$ cat src/rtl/matrix_mult_ctrl_pkg.sv
// Shared types and sizing for the systolic-array sequencing controller.
// Buffer depths fix the address widths carried in data_config_struct.
package matrix_mult_pkg;

  localparam int WIDTH             = 8;
  localparam int ROW_DEFAULT       = 4;
  localparam int COL_DEFAULT       = 4;
  localparam int W_SIZE            = 256;
  localparam int I_SIZE            = 256;
  localparam int O_SIZE            = 256;
  localparam int DRAIN_MAX_DEFAULT = ROW_DEFAULT + COL_DEFAULT + 4;

  localparam int WA_W  = $clog2(W_SIZE);
  localparam int IA_W  = $clog2(I_SIZE);
  localparam int OA_W  = $clog2(O_SIZE);
  // len spans 1..I_SIZE, so it needs one bit more than an input address
  localparam int LEN_W = $clog2(I_SIZE) + 1;

  typedef logic [WIDTH-1:0] elem_t;

  typedef struct packed {
    logic [WA_W-1:0]  w_base;
    logic [IA_W-1:0]  i_base;
    logic [OA_W-1:0]  o_base;
    logic [LEN_W-1:0] len;
  } data_config_struct;

  typedef enum logic [2:0] {
    IDLE,
    LOAD_W,
    STREAM,
    DRAIN,
    DONE
  } mm_state_e;

endpackage

$ cat src/rtl/matrix_mult_ctrl_addr_counter.sv
// Loadable wrap-around address counter; wrap_o flags an increment that rolls over to zero.
module mm_addr_counter #(
  parameter int W = 8
) (
  input  logic         clk_i,
  input  logic         rstn_i,
  input  logic         load_i,
  input  logic [W-1:0] base_i,
  input  logic         inc_i,
  output logic [W-1:0] cnt_o,
  output logic         wrap_o
);

  logic [W-1:0] cnt_q;
  logic [W-1:0] cnt_d;

  always_comb begin
    cnt_d = cnt_q;
    if (load_i) begin
      cnt_d = base_i;
    end else if (inc_i) begin
      cnt_d = cnt_q + 1'b1;
    end
  end

  always_ff @(posedge clk_i) begin
    if (!rstn_i) begin
      cnt_q <= '0;
    end else begin
      cnt_q <= cnt_d;
    end
  end

  assign cnt_o  = cnt_q;
  assign wrap_o = inc_i & ~load_i & (&cnt_q);

endmodule

$ cat src/rtl/matrix_mult_ctrl.sv
// Sequences weight load, input/psum streaming and result write-back for the systolic array.
// Drives only SRAM enables/addresses; data buses bypass this block.
module matrix_mult_ctrl
  import matrix_mult_pkg::*;
#(
  parameter int ROW       = ROW_DEFAULT,
  parameter int DRAIN_MAX = DRAIN_MAX_DEFAULT
) (
  input  logic              clk_i,
  input  logic              rstn_i,
  input  logic              start_i,
  input  logic              ext_en_i,
  input  data_config_struct data_config_i,
  output logic              wb_mem_cenb_o,
  output logic              wb_mem_wenb_o,
  output logic [WA_W-1:0]   wb_mem_addr_o,
  output logic              ib_mem_cenb_o,
  output logic              ib_mem_wenb_o,
  output logic [IA_W-1:0]   ib_mem_addr_o,
  output logic              ps_mem_cenb_o,
  output logic              ps_mem_wenb_o,
  output logic [OA_W-1:0]   ps_mem_addr_o,
  output logic              ob_mem_cenb_o,
  output logic              ob_mem_wenb_o,
  output logic [OA_W-1:0]   ob_mem_addr_o,
  output logic              sa_weight_en_o,
  output logic              sa_valid_o,
  input  logic              sa_result_valid_i,
  output logic              busy_o,
  output logic              done_o,
  output logic              err_o
);

  localparam int CNT_MAX = (DRAIN_MAX > ROW) ? DRAIN_MAX : ROW;
  localparam int CNT_W   = $clog2(CNT_MAX + 1);

  mm_state_e         state_q;
  data_config_struct cfg_q;
  logic              start_q;
  logic [CNT_W-1:0]  cnt_q;
  logic [LEN_W-1:0]  out_cnt_q;
  logic [LEN_W-1:0]  out_cnt_d;
  logic              wb_rd_q;
  logic              ip_rd_q;
  logic              sa_weight_en_q;
  logic              sa_valid_q;
  logic              busy_q;
  logic              done_q;
  logic              err_q;

  logic              accept;
  logic              ob_we;
  logic [WA_W-1:0]   wb_addr;
  logic [IA_W-1:0]   ip_off;
  logic [OA_W-1:0]   ob_addr;
  logic              unused_wb_wrap;
  logic              unused_ip_wrap;
  logic              unused_ob_wrap;

  assign accept = start_i & ~start_q & ~ext_en_i &
                  ((state_q == IDLE) || (state_q == DONE));

  assign ob_we     = sa_result_valid_i & ((state_q == STREAM) || (state_q == DRAIN));
  assign out_cnt_d = out_cnt_q + LEN_W'(ob_we);

  mm_addr_counter #(.W(WA_W)) u_wb_cnt (
    .clk_i  (clk_i),
    .rstn_i (rstn_i),
    .load_i (accept),
    .base_i (data_config_i.w_base),
    .inc_i  (wb_rd_q),
    .cnt_o  (wb_addr),
    .wrap_o (unused_wb_wrap)
  );

  // Shared offset k: the input and psum buffers are read in lockstep from different bases
  mm_addr_counter #(.W(IA_W)) u_ip_cnt (
    .clk_i  (clk_i),
    .rstn_i (rstn_i),
    .load_i (accept),
    .base_i ('0),
    .inc_i  (ip_rd_q),
    .cnt_o  (ip_off),
    .wrap_o (unused_ip_wrap)
  );

  mm_addr_counter #(.W(OA_W)) u_ob_cnt (
    .clk_i  (clk_i),
    .rstn_i (rstn_i),
    .load_i (accept),
    .base_i (data_config_i.o_base),
    .inc_i  (ob_we),
    .cnt_o  (ob_addr),
    .wrap_o (unused_ob_wrap)
  );

  always_ff @(posedge clk_i) begin
    if (!rstn_i) begin
      state_q        <= IDLE;
      cfg_q          <= '0;
      start_q        <= 1'b0;
      cnt_q          <= '0;
      out_cnt_q      <= '0;
      wb_rd_q        <= 1'b0;
      ip_rd_q        <= 1'b0;
      sa_weight_en_q <= 1'b0;
      sa_valid_q     <= 1'b0;
      busy_q         <= 1'b0;
      done_q         <= 1'b0;
      err_q          <= 1'b0;
    end else begin
      start_q        <= start_i;
      // SRAM read latency is one cycle, so array strobes trail the read enables
      sa_weight_en_q <= wb_rd_q;
      sa_valid_q     <= ip_rd_q;
      out_cnt_q      <= accept ? '0 : out_cnt_d;

      case (state_q)
        IDLE, DONE: begin
          if (accept) begin
            cfg_q <= data_config_i;
            cnt_q <= '0;
            if (data_config_i.len == '0) begin
              state_q <= DONE;
              done_q  <= 1'b1;
              err_q   <= 1'b1;
            end else begin
              state_q <= LOAD_W;
              busy_q  <= 1'b1;
              wb_rd_q <= 1'b1;
              done_q  <= 1'b0;
              err_q   <= 1'b0;
            end
          end
        end
        LOAD_W: begin
          if (cnt_q == CNT_W'(ROW - 1)) begin
            state_q <= STREAM;
            cnt_q   <= '0;
            wb_rd_q <= 1'b0;
            ip_rd_q <= 1'b1;
          end else begin
            cnt_q <= cnt_q + 1'b1;
          end
        end
        STREAM: begin
          if (LEN_W'(ip_off) == cfg_q.len - 1'b1) begin
            state_q <= DRAIN;
            cnt_q   <= '0;
            ip_rd_q <= 1'b0;
          end
        end
        DRAIN: begin
          if (out_cnt_d == cfg_q.len) begin
            state_q <= DONE;
            busy_q  <= 1'b0;
            done_q  <= 1'b1;
          end else if (cnt_q == CNT_W'(DRAIN_MAX - 1)) begin
            state_q <= DONE;
            busy_q  <= 1'b0;
            done_q  <= 1'b1;
            err_q   <= 1'b1;
          end else begin
            cnt_q <= cnt_q + 1'b1;
          end
        end
        default: begin
          state_q <= IDLE;
          busy_q  <= 1'b0;
          wb_rd_q <= 1'b0;
          ip_rd_q <= 1'b0;
        end
      endcase
    end
  end

  assign wb_mem_cenb_o  = ~wb_rd_q;
  assign wb_mem_wenb_o  = 1'b1;
  assign wb_mem_addr_o  = wb_addr;

  assign ib_mem_cenb_o  = ~ip_rd_q;
  assign ib_mem_wenb_o  = 1'b1;
  assign ib_mem_addr_o  = cfg_q.i_base + ip_off;

  assign ps_mem_cenb_o  = ~ip_rd_q;
  assign ps_mem_wenb_o  = 1'b1;
  assign ps_mem_addr_o  = cfg_q.o_base + OA_W'(ip_off);

  assign ob_mem_cenb_o  = ~ob_we;
  assign ob_mem_wenb_o  = ~ob_we;
  assign ob_mem_addr_o  = ob_addr;

  assign sa_weight_en_o = sa_weight_en_q;
  assign sa_valid_o     = sa_valid_q;
  assign busy_o         = busy_q;
  assign done_o         = done_q;
  assign err_o          = err_q;

endmodule

$ cat config.mk
export PLATFORM = sky130hd
export DESIGN_NAME = matrix_mult_ctrl
export DESIGN_NICKNAME = d
export VERILOG_FILES = /design/src/rtl/matrix_mult_ctrl_pkg.sv /design/src/rtl/matrix_mult_ctrl_addr_counter.sv /design/src/rtl/matrix_mult_ctrl.sv
export SDC_FILE = /design/constraint.sdc
export NUM_CORES = 1
export LEC_CHECK = 0
export BUFFER_PORTS_ARGS = -buffer_cell sky130_fd_sc_hd__buf_2
export CORE_ASPECT_RATIO = 1.5
export CORE_MARGIN = 2
export CORE_UTILIZATION = 40
export CTS_CLUSTER_SIZE = 24
export DETAILED_ROUTE_END_ITERATION = 10
export PLACE_DENSITY_LB_ADDON = 0.15
export SETUP_SLACK_MARGIN = 0.5
export SYNTH_ARGS = -nofsm -noshare
export SYNTH_HDL_FRONTEND = slang
export SYNTH_SLANG_ARGS = --single-unit
$ cat constraint.sdc
create_clock -name clk_i -period 2.98 [get_ports clk_i]
set_clock_uncertainty 0.2 [all_clocks]
set_input_delay 0 -clock clk_i [delete_from_list [all_inputs] [get_ports clk_i]]
set_output_delay 0 -clock clk_i [all_outputs]
set_load 0.05 [all_outputs]
==> out/qor.csv, run 1 <==
metric;value;unit
Max-Cap Viols;0;
DR pass1 iterations;4;
Final nets;705;
status;complete, no violations;
Worst-path clk slew;0.06;ns
antenna violations before repair;0;
total number of vias;4029;
period utilisation layout;91.6;%
worst hold slack;0.144;ns
Slew Limit Fails;0;
Sinks on Clock Net;73;
average wire per standard cell;14.6;um
largest net degree at the start of global routing;55;
cell count after synthesis;527;
Seq/Total Area, Yosys;34.4;%
# IOs;83;
Final Hold Viols;0;
global-route wire length before repair;18500;um
RSZ-0062 raised after global routing;yes;
Sw Share;32.2;%
Critical Path AT;2.75;ns
FF+latch count, synth;73;
Slew Limit Headroom;46.2;%
routability cong.;0.809;
pre-CTS setup slack;0.0878;ns
Antenna Nets Post-Route;0;
Seq pwr share;40.4;%
post-synthesis async set-or-reset flop share;0;%
clk_lat worst skew;0.34;ns
Tmin final;2.73;ns
Most used DFF post-synth;dfxtp_1;
Post-synth EDFFs;0;
PD cells;474;nW/um2
P_leak;2.46;nW
grt ovf;0;
Remaining DRCs;0;
Via density;5.09;
CTS root buf;clkbuf_16;
Hold Path Class;input pin to register;
Cell Int Power;1.85;mW
CTS Buf Count;9;
Final Power;2.72;mW
mapped cell area;4250;um2
syn avg cell area;8.07;um2
combinational power share;23.6;%
vias in the first global route;3962;
FF+latch area;1490;um2
worst-path maximum fanout;5;
clock group share of total power;36.0;%
Multi-input gate area;2790;um2
Die X;88.2;um
initial DRC count;197;
fmax;0.366;GHz
Row Count;46;
setup slack after layout;0.250;ns
starting density of the core;40.6;%
fill cell count;1009;
CTS tree;yes;
ratio of cells with drive above 1 in the final layout;25.5;%
Layout area overhead;35.1;%
DIE AREA;11500;um2
Startpoint Class;register;
maximum vdd drop;0.337;mV
CP Capture Type;register;
number of H-tree levels;3;
crit path kind;register to register;
Die Ht;130;um
Ys Warns;0;
Worst EP required;3.00;ns
I/O Buffers;79;
Setup TNS;0;ns
Unique masters post-synth;59;
# setup viols final;0;
WL final;11600;um
maximum clock insertion buffer count;2;
All-Layer GR Usage;20.8;%
core area;10500;um2
reg2reg setup slack;0.25;ns
final antenna diode count;0;
HPWL after DPL;8070;um
Least-Margin Pin Slew;0.800;ns
Sw Pwr;0.879;mW
[routing by layer]
layer  wire, um  share of wire, %  GRT usage (%)  vias up
li1           -                 -              -     2026
met1       4890                42           23.5     1901
met2       6020                52           37.7       82
met3        313               2.7           2.85       20
met4        342               3.0           10.2        0
met5          0                 0              0        -
[flip-flops by register name, summed over array words and instances (netlist names)]
register	cells
start_q	1
sa_valid_o	1
u_ob_cnt.cnt_o	8
state_q	3
sa_weight_en_o	1
busy_o	1
u_wb_cnt.cnt_o	8
wb_rd_q	1
out_cnt_q	9
ip_rd_q	1
cfg_q	25
cnt_q	4
err_o	1
u_ip_cnt.cnt_o	8
done_o	1
[path summary, 6_finish.rpt]
check / endpoint / start / depth (start not counted)
setup reg to reg: done_o / state_q[1] / 12
hold / removal: out_cnt_q[1] / sa_result_valid_i / 5
hold reg to reg: cfg_q[20] / cfg_q[20] / 2
setup / recovery: done_o / state_q[1] / 12
[logic make-up after synthesis]
group | count (synthesis) | synth area share, %
and+or+nand+nor | 207 | 22.9
AOI/OAI and AO/OA | 106 | 16.4
DFF | 73 | 34.4
xor gates and xnor gates | 57 | 11.7
buffers and inverters | 53 | 5.65
adders and majority gates | 24 | 7.42
muxes | 6 | 1.41
other | 1 | 0.0882
[critical path, stage by stage (launching register included)]
cell	delay, ns
dfxtp_2	0.33
nor2b_4	0.14
and2_4	0.17
ha_4	0.14
ha_4	0.16
nand2_4	0.06
or3_4	0.34
and2_4	0.15
o2111ai_4	0.22
nor2_2	0.06
or3b_4	0.40
a31oi_1	0.18
nor2_1	0.06
[layout make-up]
type,count,area share (%)
inverters,19,1.24
clock buffers,12,4.29
repair buffers,137,16.7
clock inverters,3,0.305
well taps,144,3.14
multi-input cells,403,48.5
flip-flops and latches,73,25.9
[Yosys cell counts, drive strengths merged, types with 12 or more instances]
cell / n / area, um2
dfxtp: 73 / 1460
nand2: 83 / 312
a21oi: 45 / 236
xor2: 19 / 166
buf: 15 / 96.3
inv: 19 / 71.3
and3: 12 / 75.1
ha: 22 / 275
nor2: 52 / 198
o21ai: 13 / 65.1
xnor2: 38 / 333
clkbuf: 19 / 72.6
[cells in the final DEF (no fill, tap or decap), types with 9 or more instances in the layout]
cell type / count
nand2_1: 80
a21oi_1: 38
clkbuf_16: 9
dfxtp_1: 64
nor2_1: 50
buf_4: 22
inv_1: 19
and3_1: 11
buf_2: 74
xor2_1: 18
a211oi_1: 11
nand3_1: 9
ha_1: 17
dlygate4sd3_1: 38
xnor2_1: 34
[repair_timing]
action / in CTS / in global routing
hold buffers: 38 / 0
endpoints found under the hold margin: 54 / 0
gates resized for setup: 30 / 26
buffers inserted: 6 / 6
pin swaps: 11 / 14
endpoints found under the setup margin: 19 / 17
gates cloned: 0 / 0
[stage by stage]
step | util (%) | cell area [um2] | cells
finish | 54.8 | 5740 | 791
global route | 54.8 | 5740 | 791
CTS | 53.5 | 5610 | 785
detailed placement | 46.0 | 4820 | 726
global placement | 46.0 | 4820 | 726
floorplan | - | 4340 | 529
[power by group through the flow]
stage | clock network, mW | logic [mW] | registers [mW]
6_report | 0.982 | 0.643 | 1.10
5_1_grt | 1.05 | 0.696 | 1.11
4_1_cts | 1.00 | 0.635 | 1.10
3_5_place_dp | 0 | 0.570 | 1.12
3_3_place_gp | 0 | 0.564 | 1.12
2_1_floorplan | 0 | 0.338 | 1.21
(Power assumes the default switching activity.)
==> run 2: changes to the inputs <==
--- a/config.mk
+++ b/config.mk
@@ -6,8 +6,9 @@
 export NUM_CORES = 1
 export LEC_CHECK = 0
 export BUFFER_PORTS_ARGS = -buffer_cell sky130_fd_sc_hd__buf_2
+export CAP_MARGIN = 20
 export CORE_ASPECT_RATIO = 1.5
-export CORE_MARGIN = 2
+export CORE_MARGIN = 3
 export CORE_UTILIZATION = 40
 export CTS_CLUSTER_SIZE = 24
 export DETAILED_ROUTE_END_ITERATION = 10
==> out/qor.csv, run 2 (synthesis results as in run 1) <==
metric;value;unit;change
Top Usage Layer GRT;met2;;
GR Util met1;22.3;%;-1.1 points
All-Layer GR Usage;19.3;%;-1.5 points
crit path kind;register to register;;
vias in the first global route;3988;;+0.66%
max FFs per register;25;;unchanged
CTS Buf Count;9;;unchanged
# setup viols final;0;;unchanged
Hold Path Class;input pin to register;;
FF-to-FF path depth;12;;unchanged
RSZ-0062 raised after global routing;yes;;
Slew Limit Headroom;38.6;%;-7.5 points
period utilisation layout;91.3;%;-0.28 points
Setup TNS;0;ns;unchanged
CP endpoint;done_o;;
DR pass1 iterations;6;;+2
starting density of the core;41.5;%;+0.90 points
final antenna diode count;0;;unchanged
WL final;11400;um;-1.6%
most frequent cells in the layout;nand2_1, buf_2, dfxtp_1;;
fill cell count;957;;-5.2%
I/O Buffers;79;;unchanged
DIE AREA;11900;um2;+3.8%
fmax;0.367;GHz;+0.31%
ratio of cells with drive above 1 in the final layout;25.5;%;-0.039 points
Max-Cap Viols;0;;unchanged
CP Capture Type;register;;
Placed Cells;724;;-0.28%
average wire per standard cell;14.4;um;-1.4%
worst hold slack;0.00911;ns;-0.135 ns
Startpoint Class;register;;
core area;10200;um2;-2.2%
Crit. path cell count;12;;unchanged
Cell Chain, Critical Path;nor2b_4 -> and2_4 -> ha_4 -> ha_4 -> nand2_4 -> or3_4 -> and2_4 -> o2111ai_4 -> nor2_2 -> or3b_4 -> a31oi_1 -> nor2_1;;
clk_lat worst skew;0.34;ns;about the same
r2r startpoint;state_q[2];;
maximum clock insertion buffer count;2;;unchanged
# IOs;83;;unchanged
Remaining DRCs;0;;unchanged
top flop regs;cfg_q (25), out_cnt_q (9);;
Worst path slowest cell;or3b_4;;
final instance area;5740;um2;-0.15%
total number of vias;4008;;-0.52%
maximum vdd drop;0.311;mV;-7.6%
CP max stage delay;0.42;ns;+0.02 ns
Antenna Nets Post-Route;0;;unchanged
routability cong.;0.815;;+0.74%
GRT met2 Usage;35.0;%;-2.7 points
Row Count;45;;-2.2%
Die X;90.2;um;+2.3%
grt met3 use;2.68;%;-0.16 points
Slew Limit Fails;0;;unchanged
Placed Area;4820;um2;about the same
most common cell after layout, fill and taps aside;nand2_1;;
setup slack after layout;0.258;ns;+0.00847 ns
pre-CTS setup slack;0.0940;ns;+0.00622 ns
initial DRC count;190;;-3.6%
Tmin final;2.72;ns;-0.00847 ns
Reg with most FFs;cfg_q;;
global-route wire length before repair;18800;um;+2.1%
worst r2r dst;done_o;;
Least-Margin Pin Slew;0.912;ns;+0.112 ns
status;complete, no violations;;
CP startpoint;state_q[2];;
antenna violations before repair;0;;unchanged
HPWL after DPL;7980;um;-1.2%
CTS root buf;clkbuf_16;;
crit-path leading delay family;simple AND/OR/NAND/NOR gates;;
CTS tree;yes;;
Via density;5.08;;-0.27%
final cell count without fillers;789;;-0.25%
number of H-tree levels;3;;unchanged
Worst Path Buf+Inv;0;;unchanged
P_leak;2.48;nW;+0.63%
grt ovf;0;;unchanged
Worst-path clk slew;0.06;ns;about the same
Sinks on Clock Net;73;;unchanged
Worst EP required;3.00;ns;about the same
worst-path maximum fanout;5;;unchanged
Final nets;706;;+0.14%
Layout area overhead;34.9;%;
Die Ht;132;um;+1.5%
PD cells;483;nW/um2;+1.8%
largest net degree at the start of global routing;57;;+3.6%
Final Hold Viols;0;;unchanged
Critical Path AT;2.74;ns;about the same
reg2reg setup slack;0.26;ns;about the same
==> run 2: cell count changes in the layout (fill, tap and decap cells not counted), moves of 2 or more <==
cell | before | now
clkbuf_8 | 1 | 3
dfxtp_1 | 64 | 61
dfxtp_2 | 4 | 7
ha_1 | 17 | 19
ha_2 | 2 | 0
==> run 2: what timing repair did <==
action                     CTS  global route
hold buffers                37             0
pin swaps                   15            16
hold endpoints to repair    55             0
resized for setup           25            23
setup buffers                7             6
setup endpoints to repair   18            16
==> run 2: how the worst min path moves through the flow <==
| stage | cells past startpoint | to | startpoint |
|---|---|---|---|
| after detailed placement | 2 | start_q | start_i |
| after floorplan | 1 | start_q | start_i |
| after global routing | 4 | out_cnt_q[0] | sa_result_valid_i |
| after global placement | 2 | start_q | start_i |
| final | 4 | out_cnt_q[0] | sa_result_valid_i |
| after CTS | 4 | out_cnt_q[0] | sa_result_valid_i |
==> run 2: through the flow <==
| step | power (mW) | util [%] |
|---|---|---|
| 6_report | 2.77 | 56.0 |
| 5_1_grt | 2.88 | 56.0 |
| 3_3_place_gp | 1.69 | 47.1 |
| 2_1_floorplan | 1.55 | - |
| 3_5_place_dp | 1.70 | 47.1 |
| 4_1_cts | 2.78 | 54.8 |
==> run 2: area by class of cell <==
type	count	area (um2)	area share (%)
clock inverters	2	12.5	0.218
repair buffers	138	961	16.8
well taps	141	176	3.08
clock buffers	13	270	4.71
flip-flops and latches	73	1490	26.0
multi-input cells	403	2760	48.0
inverters	19	71.3	1.24
==> run 2: power breakdown <==
group	internal, mW	total [mW]	switching (mW)
clock	0.626	1.03	0.403
combinational	0.236	0.645	0.409
sequential	1.03	1.10	0.0633
==> run 2: worst min-delay path, cell delays in order <==
cell and delay (ns):
buf_2 0.09, and2_4 0.16, ha_4 0.13, and3_1 0.13
==> run 2: metal layers <==
metal,part of all wire (%),up-vias
li1,-,2035
met2,52,97
met4,2.3,0
met3,4.0,22
met1,42,1854
met5,0,-
